[src/rtl/bip_ctrl_pkg.sv]
// Shared definitions for the BIP run controller and the instruction decoder:
// run-state encoding plus default opcode width and halt opcode.
package bip_ctrl_pkg;

  localparam int unsigned DEFAULT_OPCODE_W = 5;
  localparam logic [DEFAULT_OPCODE_W-1:0] DEFAULT_HLT_OPCODE = 5'b00000;

  typedef enum logic [2:0] {
    ST_IDLE      = 3'd0,
    ST_CLEAR     = 3'd1,
    ST_RUN       = 3'd2,
    ST_WAIT_STEP = 3'd3,
    ST_EXEC      = 3'd4,
    ST_HALTED    = 3'd5
  } run_state_e;

endpackage

[src/rtl/bip_cycle_counter.sv]
// Saturating executed-instruction counter with synchronous clear and a
// terminal-count compare used by the run controller's watchdog.
module bip_cycle_counter #(
  parameter int unsigned CNT_W    = 16,
  parameter bit          TERM_EN  = 1'b0,
  parameter int unsigned TERMINAL = 0
) (
  input  logic             clk,
  input  logic             reset,
  input  logic             clear_i,
  input  logic             en_i,
  output logic [CNT_W-1:0] count_o,
  output logic             term_o
);

  localparam logic [CNT_W-1:0] TERM_VAL = CNT_W'(TERMINAL);

  logic [CNT_W-1:0] count_q;
  logic [CNT_W-1:0] count_d;

  // Clear wins over enable; the count sticks at all-ones instead of wrapping.
  always_comb begin
    count_d = count_q;
    if (clear_i) begin
      count_d = '0;
    end else if (en_i && (count_q != {CNT_W{1'b1}})) begin
      count_d = count_q + 1'b1;
    end
  end

  always_ff @(posedge clk) begin
    if (reset) begin
      count_q <= '0;
    end else begin
      count_q <= count_d;
    end
  end

  assign count_o = count_q;
  assign term_o  = TERM_EN ? (count_q == TERM_VAL) : 1'b0;

endmodule

[src/rtl/bip_run_controller.sv]
// Run sequencer for the BIP accumulator core: launches a program, pulses the
// core reset, then gates execution free-running or one instruction per step.
module bip_run_controller
  import bip_ctrl_pkg::*;
#(
  parameter int unsigned          OPCODE_W   = DEFAULT_OPCODE_W,
  parameter int unsigned          CNT_W      = 16,
  parameter logic [OPCODE_W-1:0]  HLT_OPCODE = OPCODE_W'(DEFAULT_HLT_OPCODE),
  parameter int unsigned          MAX_CYCLES = 0
) (
  input  logic                clk,
  input  logic                reset,
  input  logic                i_start,
  input  logic                i_step_mode,
  input  logic                i_step,
  input  logic [OPCODE_W-1:0] i_opcode,
  output logic                o_core_rst,
  output logic                o_core_en,
  output logic                o_busy,
  output logic                o_halted,
  output logic                o_done,
  output logic                o_timeout,
  output logic [CNT_W-1:0]    o_cycles
);

  run_state_e state_q, state_d;
  logic       stepMode_q, stepMode_d;
  logic       timeout_q, timeout_d;
  logic       done_q, done_d;
  logic       isHlt;
  logic       cntTerm;
  logic       launch;

  assign isHlt  = (i_opcode == HLT_OPCODE);
  assign launch = ((state_q == ST_IDLE) || (state_q == ST_HALTED)) && i_start;

  bip_cycle_counter #(
    .CNT_W    (CNT_W),
    .TERM_EN  (MAX_CYCLES != 0),
    .TERMINAL ((MAX_CYCLES == 0) ? 0 : MAX_CYCLES - 1)
  ) u_counter (
    .clk     (clk),
    .reset   (reset),
    .clear_i (state_q == ST_CLEAR),
    .en_i    (o_core_en),
    .count_o (o_cycles),
    .term_o  (cntTerm)
  );

  // A HLT opcode suppresses the enable, so it always beats the watchdog.
  always_comb begin
    state_d    = state_q;
    o_core_en  = 1'b0;
    o_core_rst = 1'b0;
    o_busy     = 1'b0;
    case (state_q)
      ST_IDLE, ST_HALTED: begin
        if (i_start) state_d = ST_CLEAR;
      end
      ST_CLEAR: begin
        o_core_rst = 1'b1;
        o_busy     = 1'b1;
        state_d    = stepMode_q ? ST_WAIT_STEP : ST_RUN;
      end
      ST_RUN: begin
        o_busy = 1'b1;
        if (isHlt) begin
          state_d = ST_HALTED;
        end else begin
          o_core_en = 1'b1;
          if (cntTerm) state_d = ST_HALTED;
        end
      end
      ST_WAIT_STEP: begin
        o_busy = 1'b1;
        if (isHlt) state_d = ST_HALTED;
        else if (i_step) state_d = ST_EXEC;
      end
      ST_EXEC: begin
        o_busy = 1'b1;
        if (isHlt) begin
          state_d = ST_HALTED;
        end else begin
          o_core_en = 1'b1;
          state_d   = cntTerm ? ST_HALTED : ST_WAIT_STEP;
        end
      end
      default: state_d = ST_IDLE;
    endcase
  end

  always_comb begin
    stepMode_d = launch ? i_step_mode : stepMode_q;
    timeout_d  = timeout_q;
    if (launch) timeout_d = 1'b0;
    else if (o_core_en && cntTerm) timeout_d = 1'b1;
    done_d = (state_d == ST_HALTED) && (state_q != ST_HALTED);
  end

  always_ff @(posedge clk) begin
    if (reset) begin
      state_q    <= ST_IDLE;
      stepMode_q <= 1'b0;
      timeout_q  <= 1'b0;
      done_q     <= 1'b0;
    end else begin
      state_q    <= state_d;
      stepMode_q <= stepMode_d;
      timeout_q  <= timeout_d;
      done_q     <= done_d;
    end
  end

  assign o_halted  = (state_q == ST_HALTED);
  assign o_done    = done_q;
  assign o_timeout = timeout_q;

endmodule

[config.mk]
export PLATFORM = sky130hd
export DESIGN_NAME = bip_run_controller
export DESIGN_NICKNAME = d
export VERILOG_FILES = /design/src/rtl/bip_ctrl_pkg.sv /design/src/rtl/bip_cycle_counter.sv /design/src/rtl/bip_run_controller.sv
export SDC_FILE = /design/constraint.sdc
export NUM_CORES = 1
export LEC_CHECK = 0
export CAP_MARGIN = 20
export CORE_UTILIZATION = 40
export DETAILED_ROUTE_END_ITERATION = 8
export PLACE_DENSITY_LB_ADDON = 0.08
export SYNTH_ARGS = -nofsm -noshare
export SYNTH_HDL_FRONTEND = slang
export SYNTH_SLANG_ARGS = --single-unit
[constraint.sdc]
create_clock -name clk -period 1.95 [get_ports clk]
set_input_delay 0.195 -clock clk [delete_from_list [all_inputs] [get_ports clk]]
set_output_delay 0.195 -clock clk [all_outputs]
set_load 0.01 [all_outputs]
==> flow_metrics.py, run 1 <==
metrics = {
    "floorplanning": {
        "fp-row-count": 19,
        "coreArea_mm2": 0.00276,
        "top_level_ports": 32,
        "die-area_mm2": 0.00312,
        "start_util_pct": 42.0,
        "dieHeight_um": 55.8,
        "die_x_um": 55.8,
    },
    "worst_setup_path": {
        "cp_max_fo": 2,
        "cpMaxStageDelayCell": "or4_4",
        "crit_family": "buffers and inverters",
        "cp-start-kind": "input port",
        "r2r_start": "u_counter.count_o[1]",
        "endpoint_kind": "primary output",
        "path_cells": "clkdlybuf4s50_1, or4_4, o211ai_4, inv_2, dlygate4sd2_1",
        "rr_worst_depth": 6,
        "slowest_delay_ps": 550,
        "cp_num_buf_inv": 3,
        "cp-startpoint": "i_opcode[0]",
        "worstReg2RegEnd": "u_counter.count_o[12]",
        "critPathKind": "in2out",
        "required_ps": 1750,
        "crit_arrival_ps": 1650,
        "r2r_slack_ps": 250,
    },
    "global_route": {
        "grt_overflow": 0,
        "antenna_found_initial": 0,
        "grt_pass1_vias": 1012,
        "grt_first_pass_wirelength_mm": 4.41,
        "grt_usage_pct": 17.8,
        "grt_max_degree": 17,
    },
    "route": {
        "wl_per_cell_um": 12.2,
        "drtIter0Drc": 26,
        "drtPass1Iterations": 4,
        "vias": 1072,
        "ant_nets": 0,
        "wl_mm": 2.48,
        "via_per_inst": 5.25,
        "drcViolationCount": 0,
    },
    "timing": {
        "whs_ps": 507,
        "setup_violations": 0,
        "hold_violations": 0,
        "period_needed_ps": 1850,
        "slew_viol_final": 0,
        "fin_setup_tns_ps": 0,
        "finClkSkew_ps": 13.0,
        "max_freq_mhz": 541,
        "rsz0062_at_grt": "no",
        "fin_crit_sh_pct": 94.8,
    },
    "yosys": {
        "synth_top_cell_by_area": "dfxtp_1",
        "synth_area_mm2": 0.00116,
        "synth-seq-area-share_pct": 36.3,
        "synth_top_area_share_pct": 36.3,
        "synthArstFlopShare_pct": 0,
        "synth_cell_types": 40,
        "ys_warn_count": 0,
        "synthFlopType": "dfxtp_1",
        "netlist_top_cells_area": "dfxtp_1 (36%), xnor2_1 (9.1%), nor2_1 (6.2%)",
        "syn_area_per_cell_um2": 8.40,
        "synth_seq_cells": 21,
        "syn-num-nets": 149,
        "synth_edf_count": 0,
        "synth_cells": 138,
    },
    "cts": {
        "cts_root_buf": "clkbuf_4",
        "clk_latency_ps": 310,
        "cts_tree": "built",
        "htreeDepth": 1,
        "cts_buffers": 3,
        "cts_hold_buf": 0,
        "clock_tree.buffer_depth": 2,
        "post_cts_buffers": 0,
        "clock_sinks": 21,
        "clk_pin_slew_worst_paths_ps": 110,
    },
    "layout": {
        "diodes": 0,
        "nNetsFinal": 185,
        "area_growth_pct": 35.4,
        "drive_above_1_share_pct": 14.5,
    },
    "placement": {
        "io_buffers": 30,
        "dp_hpwl_mm": 1.85,
        "gp_congestion": 0.821,
    },
    "outcome": {
        "status": "finished clean",
    },
    "hold_path": {
        "worstHoldEndpoint": "stepMode_q",
        "hp-class": "in2reg",
        "hold_depth": 3,
        "min_from": "i_step_mode",
    },
    "power_and_ir_drop": {
        "power_mw": 0.866,
        "p_per_area_mw_per_mm2": 552,
        "vdd_drop_max_mv": 0.434,
        "p_leak_nw": 0.560,
    },
    "run": {
        "cap_violations": 0,
    },
}
cells by family (layout without fill, tap and decap cells):
logic type               count (synthesis)  count (layout)  synth area share, %
flip-flops                              21              21                 36.3
XOR/XNOR                                14              14                 10.6
AND/OR/NAND/NOR                         65              65                 30.1
adder cells (fa/ha/maj)                  1               1                 1.08
other                                    1               1                0.324
buffers and inverters                   14              49                 6.05
multiplexers                             5               5                 4.54
AO/OA/AOI/OAI                           17              17                 11.0
timing repair:
item	4_1_cts	5_1_grt
endpoints found under the hold margin	0	0
endpoints found under the setup margin	2	6
resized for setup	3	5
routing by layer:
metal / up-vias / track usage [%] / share of wire (%)
met4: 0 / 5.92 / 0.93
met3: 2 / 4.88 / 4.3
met2: 28 / 30.3 / 47
met1: 490 / 21.6 / 48
met5: - / 0 / 0
li1: 552 / - / -
worst min-delay path, stage by stage:
cell and delay [ps]:
clkdlybuf4s50_1 390, mux2i_1 130, nor2_1 50
flip-flops by register name, summed over array words and instances (netlist names):
name,cells
o_done,1
state_q,3
stepMode_q,1
u_counter.count_o,16
worst max path at each step:
stage          cells past startpoint  slack (ps)               endpoint
6_report                           5         100              o_core_en
5_1_grt                            3          30             o_core_rst
4_1_cts                            4          60                 o_busy
3_5_place_dp                       7        -150  u_counter.count_o[15]
3_3_place_gp                       5        -110              o_core_en
2_1_floorplan                      7         220   u_counter.count_o[9]
power by group:
group          switching, mW  internal [mW]  leakage [nW]
clock network          0.136         0.0765        0.0177
logic                  0.100         0.0975         0.372
registers             0.0144          0.442         0.170
metrics by stage:
step / utilization [%] / setup slack, ps / area, um^2 / instances
final: 56.9 / 101 / 1570 / 204
after global routing: 56.9 / 28.0 / 1570 / 204
after CTS: 56.3 / 64.9 / 1550 / 204
after detailed placement: 55.2 / -147 / 1520 / 200
after global placement: 55.2 / -111 / 1520 / 200
after floorplan: - / 217 / 1160 / 138
area by class of cell:
| class | count | area, um^2 |
|---|---|---|
| flip-flops and latches | 21 | 424 |
| well taps | 31 | 38.8 |
| clock inverters | 1 | 5.00 |
| repair buffers | 40 | 377 |
| fillers | 264 | 1190 |
| inverters | 5 | 18.8 |
| multi-input cells | 103 | 683 |
| clock buffers | 3 | 22.5 |
cell usage in the layout (no fill, tap or decap), types with 3 or more instances in the layout:
cell type,count
inv_1,3
xnor2_1,12
and4_1,3
mux2i_1,3
dfxtp_1,20
nand3_1,8
clkbuf_4,3
clkdlybuf4s50_1,28
nor3_1,9
nor2_1,18
nand2_1,9
a21oi_1,5
buf_4,10
and3_1,3
cell usage after synthesis, drive strengths merged, types with 3 or more instances:
cell type   n
and4        4
dfxtp      21
and3        3
a21oi       5
nand2       9
nor2       19
nand3       8
buf         6
xnor2      12
inv         5
nor4        3
nor3       10
mux2i       3
clkbuf      3
Note: power is estimated with default switching activity, not from simulation.
==> run 2: changes to the inputs <==
Settings changed: ABC_AREA set to 1.
==> run 2 against run 1 <==
Compared with the run above: register-to-register slack improved by 30 ps; area after synthesis rose by 19%; clock power about the same; die area increased by 18%; flip-flop and latch count is the same; final cell count increased by 43%; non-clock buffer count is 7 lower; utilization decreased by 1.7 points; wire length up 19%; highest routed layer unchanged.
==> flow_metrics.py, run 2 <==
metrics = {
    "yosys": {
        "synthFlopType": "dfxtp_1",
        "synth-seq-area-share_pct": 30.6,
        "netlist_top_cells_area": "dfxtp_1 (31%), nand2_1 (19%), nor2_1 (8.5%)",
        "synth_cell_types": 25,
        "synth_seq_cells": 21,
        "synth_top_cell_by_area": "dfxtp_1",
        "synthArstFlopShare_pct": 0,
        "syn_area_per_cell_um2": 6.42,
        "ys_warn_count": 0,
        "synth_common_cells": "nand2_1 (70), nor2_1 (31), inv_1 (24)",
        "synth_edf_count": 0,
        "synth_top_area_share_pct": 30.6,
        "yosys.cell_count.top_type": "nand2_1",
        "syn-num-nets": 225,
        "synth_area_mm2": 0.00137,
        "synth_cells": 214,
    },
    "worst_setup_path": {
        "cp_max_fo": 4,
        "worstReg2RegEnd": "u_counter.count_o[9]",
        "required_ps": 1750,
        "critPathKind": "reg2out",
        "cp-start-kind": "flip-flop",
        "crit_arrival_ps": 1630,
        "rr_worst_depth": 10,
        "r2r_start": "u_counter.count_o[0]",
        "r2r_slack_ps": 280,
        "endpoint_kind": "primary output",
    },
    "layout": {
        "drive_above_1_share_pct": 13.0,
        "layout_commonest_cell": "nand2_1",
        "final_cell_mix": "nand2_1 (70), nor2_1 (30), clkdlybuf4s50_1 (29), inv_1 (24), dfxtp_1 (19)",
        "nFillCells": 328,
        "multi_input_area_um2": 812,
        "utilization_pct": 55.2,
        "regArea_um2": 423,
        "diodes": 0,
        "nNetsFinal": 259,
        "area_growth_pct": 26.6,
        "largest_reg_flops": 16,
    },
    "power_and_ir_drop": {
        "p_leak_nw": 0.681,
        "p_per_area_mw_per_mm2": 528,
        "vdd_drop_max_mv": 0.362,
    },
    "timing": {
        "fin_crit_sh_pct": 93.3,
        "period_needed_ps": 1820,
        "setup_violations": 0,
        "slew_viol_final": 0,
        "max_freq_mhz": 549,
        "rsz0062_at_grt": "no",
        "hold_violations": 0,
        "fin_setup_tns_ps": 0,
        "finClkSkew_ps": 1.37,
    },
    "route": {
        "via_per_inst": 4.68,
        "wl_mm": 2.96,
        "wl_per_cell_um": 10.2,
        "drtPass1Iterations": 4,
        "drcViolationCount": 0,
        "vias": 1363,
        "drtIter0Drc": 47,
        "ant_nets": 0,
    },
    "placement": {
        "gp_congestion": 0.818,
        "io_buffers": 30,
        "dp_hpwl_mm": 2.31,
    },
    "outcome": {
        "status": "finished clean",
    },
    "cts": {
        "cts_root_buf": "clkbuf_4",
        "clk_latency_ps": 310,
        "post_cts_buffers": 0,
        "cts_tree": "built",
        "htreeDepth": 1,
        "clock_tree.buffer_depth": 2,
        "clk_pin_slew_worst_paths_ps": 120,
        "cts_buffers": 3,
        "clock_sinks": 21,
    },
    "global_route": {
        "antenna_found_initial": 0,
        "grt_util_met3_pct": 4.26,
        "grt_pass1_vias": 1158,
        "grt_overflow": 0,
        "grt_max_degree": 17,
        "grt_usage_pct": 18.1,
        "grt_first_pass_wirelength_mm": 5.00,
        "met1_usage_pct": 24.4,
        "grt_most_used_layer": "met2",
        "use_met2_pct": 28.6,
    },
    "floorplanning": {
        "top_level_ports": 32,
        "start_util_pct": 43.6,
        "dieHeight_um": 60.6,
        "die_x_um": 60.6,
        "coreArea_mm2": 0.00315,
        "die-area_mm2": 0.00367,
        "fp-row-count": 20,
    },
    "hold_path": {
        "worstHoldEndpoint": "state_q[0]",
        "min_from": "reset",
        "hp-class": "in2reg",
        "hold_depth": 2,
    },
    "run": {
        "cap_violations": 0,
    },
}
run 2: cell type report:
| class | count | share of cell area (%) |
|---|---|---|
| Multi-Input combinational cell | 163 | 46.7 |
| Sequential cell | 21 | 24.3 |
| Timing Repair Buffer | 33 | 18.7 |
| Inverter | 26 | 5.61 |
| Tap cell | 44 | 3.17 |
| Clock buffer | 4 | 1.51 |
run 2: layer usage:
layer / share of wire, % / vias to the layer above / wire length [um]
met2: 46 / 26 / 1350
met1: 50 / 602 / 1470
met5: 0 / - / 0
met4: 0.84 / 0 / 25
met3: 3.8 / 2 / 112
li1: - / 733 / -
run 2: what timing repair did:
item                                    4_1_cts  5_1_grt
hold buffers                                  0        0
gates resized for setup                       2        2
endpoints found under the setup margin        1        3
endpoints found under the hold margin         0        0
run 2: critical path, stage by stage, from the launching register on:
cell and delay, ps:
dfxtp_1 360, inv_1 100, nor2_2 160, nand2_1 120
inv_1 60, clkdlybuf4s50_1 520
run 2: cell families after synthesis:
family / after synthesis / synth area share (%)
AO/OA/AOI/OAI: 27 / 12.7
buffers and inverters: 30 / 10.5
XOR/XNOR: 6 / 3.83
flip-flops: 21 / 30.6
other: 1 / 0.273
adder cells (fa/ha/maj): 1 / 0.911
AND/OR/NAND/NOR: 128 / 41.3
run 2: worst max-delay path by stage:
| stage | start | to | slack [ps] | cells after the start |
|---|---|---|---|---|
| after floorplan | u_counter.count_o[0] | u_counter.count_o[10] | 380 | 9 |
| after global placement | i_opcode[2] | o_core_en | 150 | 6 |
| after detailed placement | i_opcode[2] | o_core_en | 150 | 6 |
| after CTS | state_q[1] | o_core_en | 8 | 6 |
| after global routing | state_q[0] | o_core_rst | 20 | 5 |
| final | state_q[0] | o_core_rst | 130 | 5 |
run 2: power by group:
group          switching [mW]  leakage [nW]  internal, mW
clock                   0.135        0.0150        0.0799
sequential             0.0181         0.171         0.446
combinational           0.139         0.495         0.101
total                   0.292         0.681         0.627
run 2: through the flow:
| stage | hold slack [ps] | area, um^2 | std cells | power (mW) | worst slack [ps] |
|---|---|---|---|---|---|
| 2_1_floorplan | 264 | 1370 | 214 | 0.639 | 385 |
| 3_3_place_gp | 446 | 1710 | 287 | 0.716 | 154 |
| 3_5_place_dp | 446 | 1710 | 287 | 0.714 | 148 |
| 4_1_cts | 430 | 1730 | 291 | 0.932 | 7.60 |
| 5_1_grt | 427 | 1740 | 291 | 0.979 | 24.3 |
| 6_report | 435 | 1740 | 291 | 0.919 | 130 |
==> run 3: changes to the inputs <==
Settings changed: CTS_BUF_LIST set to sky130_fd_sc_hd__clkbuf_16.
==> run 3 against run 2 <==
Compared with the run above: worst setup slack lost 4.6 ps; worst hold slack improved by 14 ps; global-route usage grew 0.13 points; first-iteration DRC count up 26%; final cell count unchanged; register-to-register slack about the same; wire length increased by 0.34%; via count shrank 1.8%; clock power increased by 100%.
==> flow_metrics.py, run 3 (synthesis gave the netlist of run 2 again) <==
metrics = {
    "layout": {
        "diodes": 0,
        "largest_reg_flops": 16,
        "nNetsFinal": 259,
        "utilization_pct": 56.7,
        "drive_above_1_share_pct": 11.7,
        "final_cell_mix": "nand2_1 (70), nor2_1 (31), clkdlybuf4s50_1 (29), inv_1 (25), dfxtp_1 (21)",
        "final_cell_area_mm2": 0.00179,
        "layout_commonest_cell": "nand2_1",
        "area_growth_pct": 30.1,
    },
    "cts": {
        "clk_pin_slew_worst_paths_ps": 60,
        "cts_buffers": 3,
        "clock_tree.buffer_depth": 2,
        "clk_latency_ps": 250,
        "htreeDepth": 1,
        "cts_root_buf": "clkbuf_16",
        "post_cts_buffers": 0,
        "cts_hold_buf": 0,
        "cts_tree": "built",
        "post_cts_resized": 0,
        "clock_sinks": 21,
    },
    "floorplanning": {
        "start_util_pct": 43.6,
        "top_level_ports": 32,
        "die-area_mm2": 0.00367,
        "die_x_um": 60.6,
        "dieHeight_um": 60.6,
        "fp-row-count": 20,
        "coreArea_mm2": 0.00315,
    },
    "global_route": {
        "grt_usage_pct": 18.2,
        "grt_max_degree": 17,
        "antenna_found_initial": 0,
        "grt_overflow": 0,
        "grt_first_pass_wirelength_mm": 4.98,
        "grt_pass1_vias": 1154,
    },
    "worst_setup_path": {
        "required_ps": 1750,
        "r2r_start": "u_counter.count_o[0]",
        "critPathKind": "reg2out",
        "cp-start-kind": "flip-flop",
        "endpoint_kind": "primary output",
        "rr_worst_depth": 10,
        "r2r_slack_ps": 290,
        "crit_end": "o_core_rst",
        "cp-startpoint": "state_q[0]",
        "crit_arrival_ps": 1630,
        "worstReg2RegEnd": "u_counter.count_o[9]",
        "cp_max_fo": 4,
    },
    "route": {
        "wl_per_cell_um": 10.2,
        "vias": 1338,
        "wl_mm": 2.97,
        "drcViolationCount": 0,
        "drtPass1Iterations": 4,
        "drtIter0Drc": 59,
        "via_per_inst": 4.60,
        "ant_nets": 0,
    },
    "hold_path": {
        "hp-class": "reg2reg",
    },
    "timing": {
        "period_needed_ps": 1820,
        "hold_violations": 0,
        "setup_ws_ps": 125,
        "slew_viol_final": 0,
        "rsz0062_at_grt": "no",
        "fin_setup_tns_ps": 0,
        "whs_ps": 448,
        "max_freq_mhz": 548,
        "fin_crit_sh_pct": 93.6,
        "setup_violations": 0,
        "finClkSkew_ps": 2.23,
    },
    "placement": {
        "gp_congestion": 0.818,
        "io_buffers": 30,
        "placed_area_mm2": 0.00171,
        "dp_hpwl_mm": 2.31,
        "dp_slack_ps": 148,
    },
    "power_and_ir_drop": {
        "p_per_area_mw_per_mm2": 633,
        "p_leak_nw": 0.708,
        "vdd_drop_max_mv": 0.386,
    },
    "outcome": {
        "status": "finished clean",
    },
    "run": {
        "cap_violations": 0,
    },
}
[run 3: worst min path at each step]
stage | from | to | slack, ps | depth (start not counted)
after global routing | stepMode_q | stepMode_q | 480 | 2
after floorplan | reset | state_q[0] | 260 | 1
final | stepMode_q | stepMode_q | 450 | 2
after global placement | stepMode_q | stepMode_q | 450 | 2
after CTS | stepMode_q | stepMode_q | 450 | 2
after detailed placement | stepMode_q | stepMode_q | 450 | 2
[run 3: routing by layer]
metal  up-vias  GRT usage, %  routed length (um)
li1        734             -                   -
met1       579          24.4                1490
met2        23          28.1                1360
met3         2          4.90                  97
met4         0          6.82                  25
met5         -             0                   0
[run 3: through the flow]
| stage | power, mW | std cells |
|---|---|---|
| 4_1_cts | 1.15 | 291 |
| 6_report | 1.13 | 291 |
| 3_3_place_gp | 0.716 | 287 |
| 5_1_grt | 1.20 | 291 |
| 3_5_place_dp | 0.714 | 287 |
| 2_1_floorplan | 0.639 | 214 |
[run 3: layout make-up]
class,count,area [um^2]
fill,327,1370
multi-input combinational,163,810
sequential,21,420
timing repair buffer,33,325
inverter,26,97.6
clock buffer,3,75.1
tap,44,55.1
clock inverter,1,3.75
[run 3: power by group]
part           internal, mW  total (mW)  leakage [nW]  switching (mW)
logic                 0.100       0.239         0.496           0.139
registers             0.446       0.463         0.170          0.0176
clock network         0.273       0.429        0.0423           0.156
total                 0.819        1.13         0.708           0.312
[run 3: critical path, cell delays in order (launching register included)]
cell and delay, ps:
dfxtp_1 340, inv_1 90, nor2_1 220, nand2_1 140
inv_1 70, clkdlybuf4s50_1 520
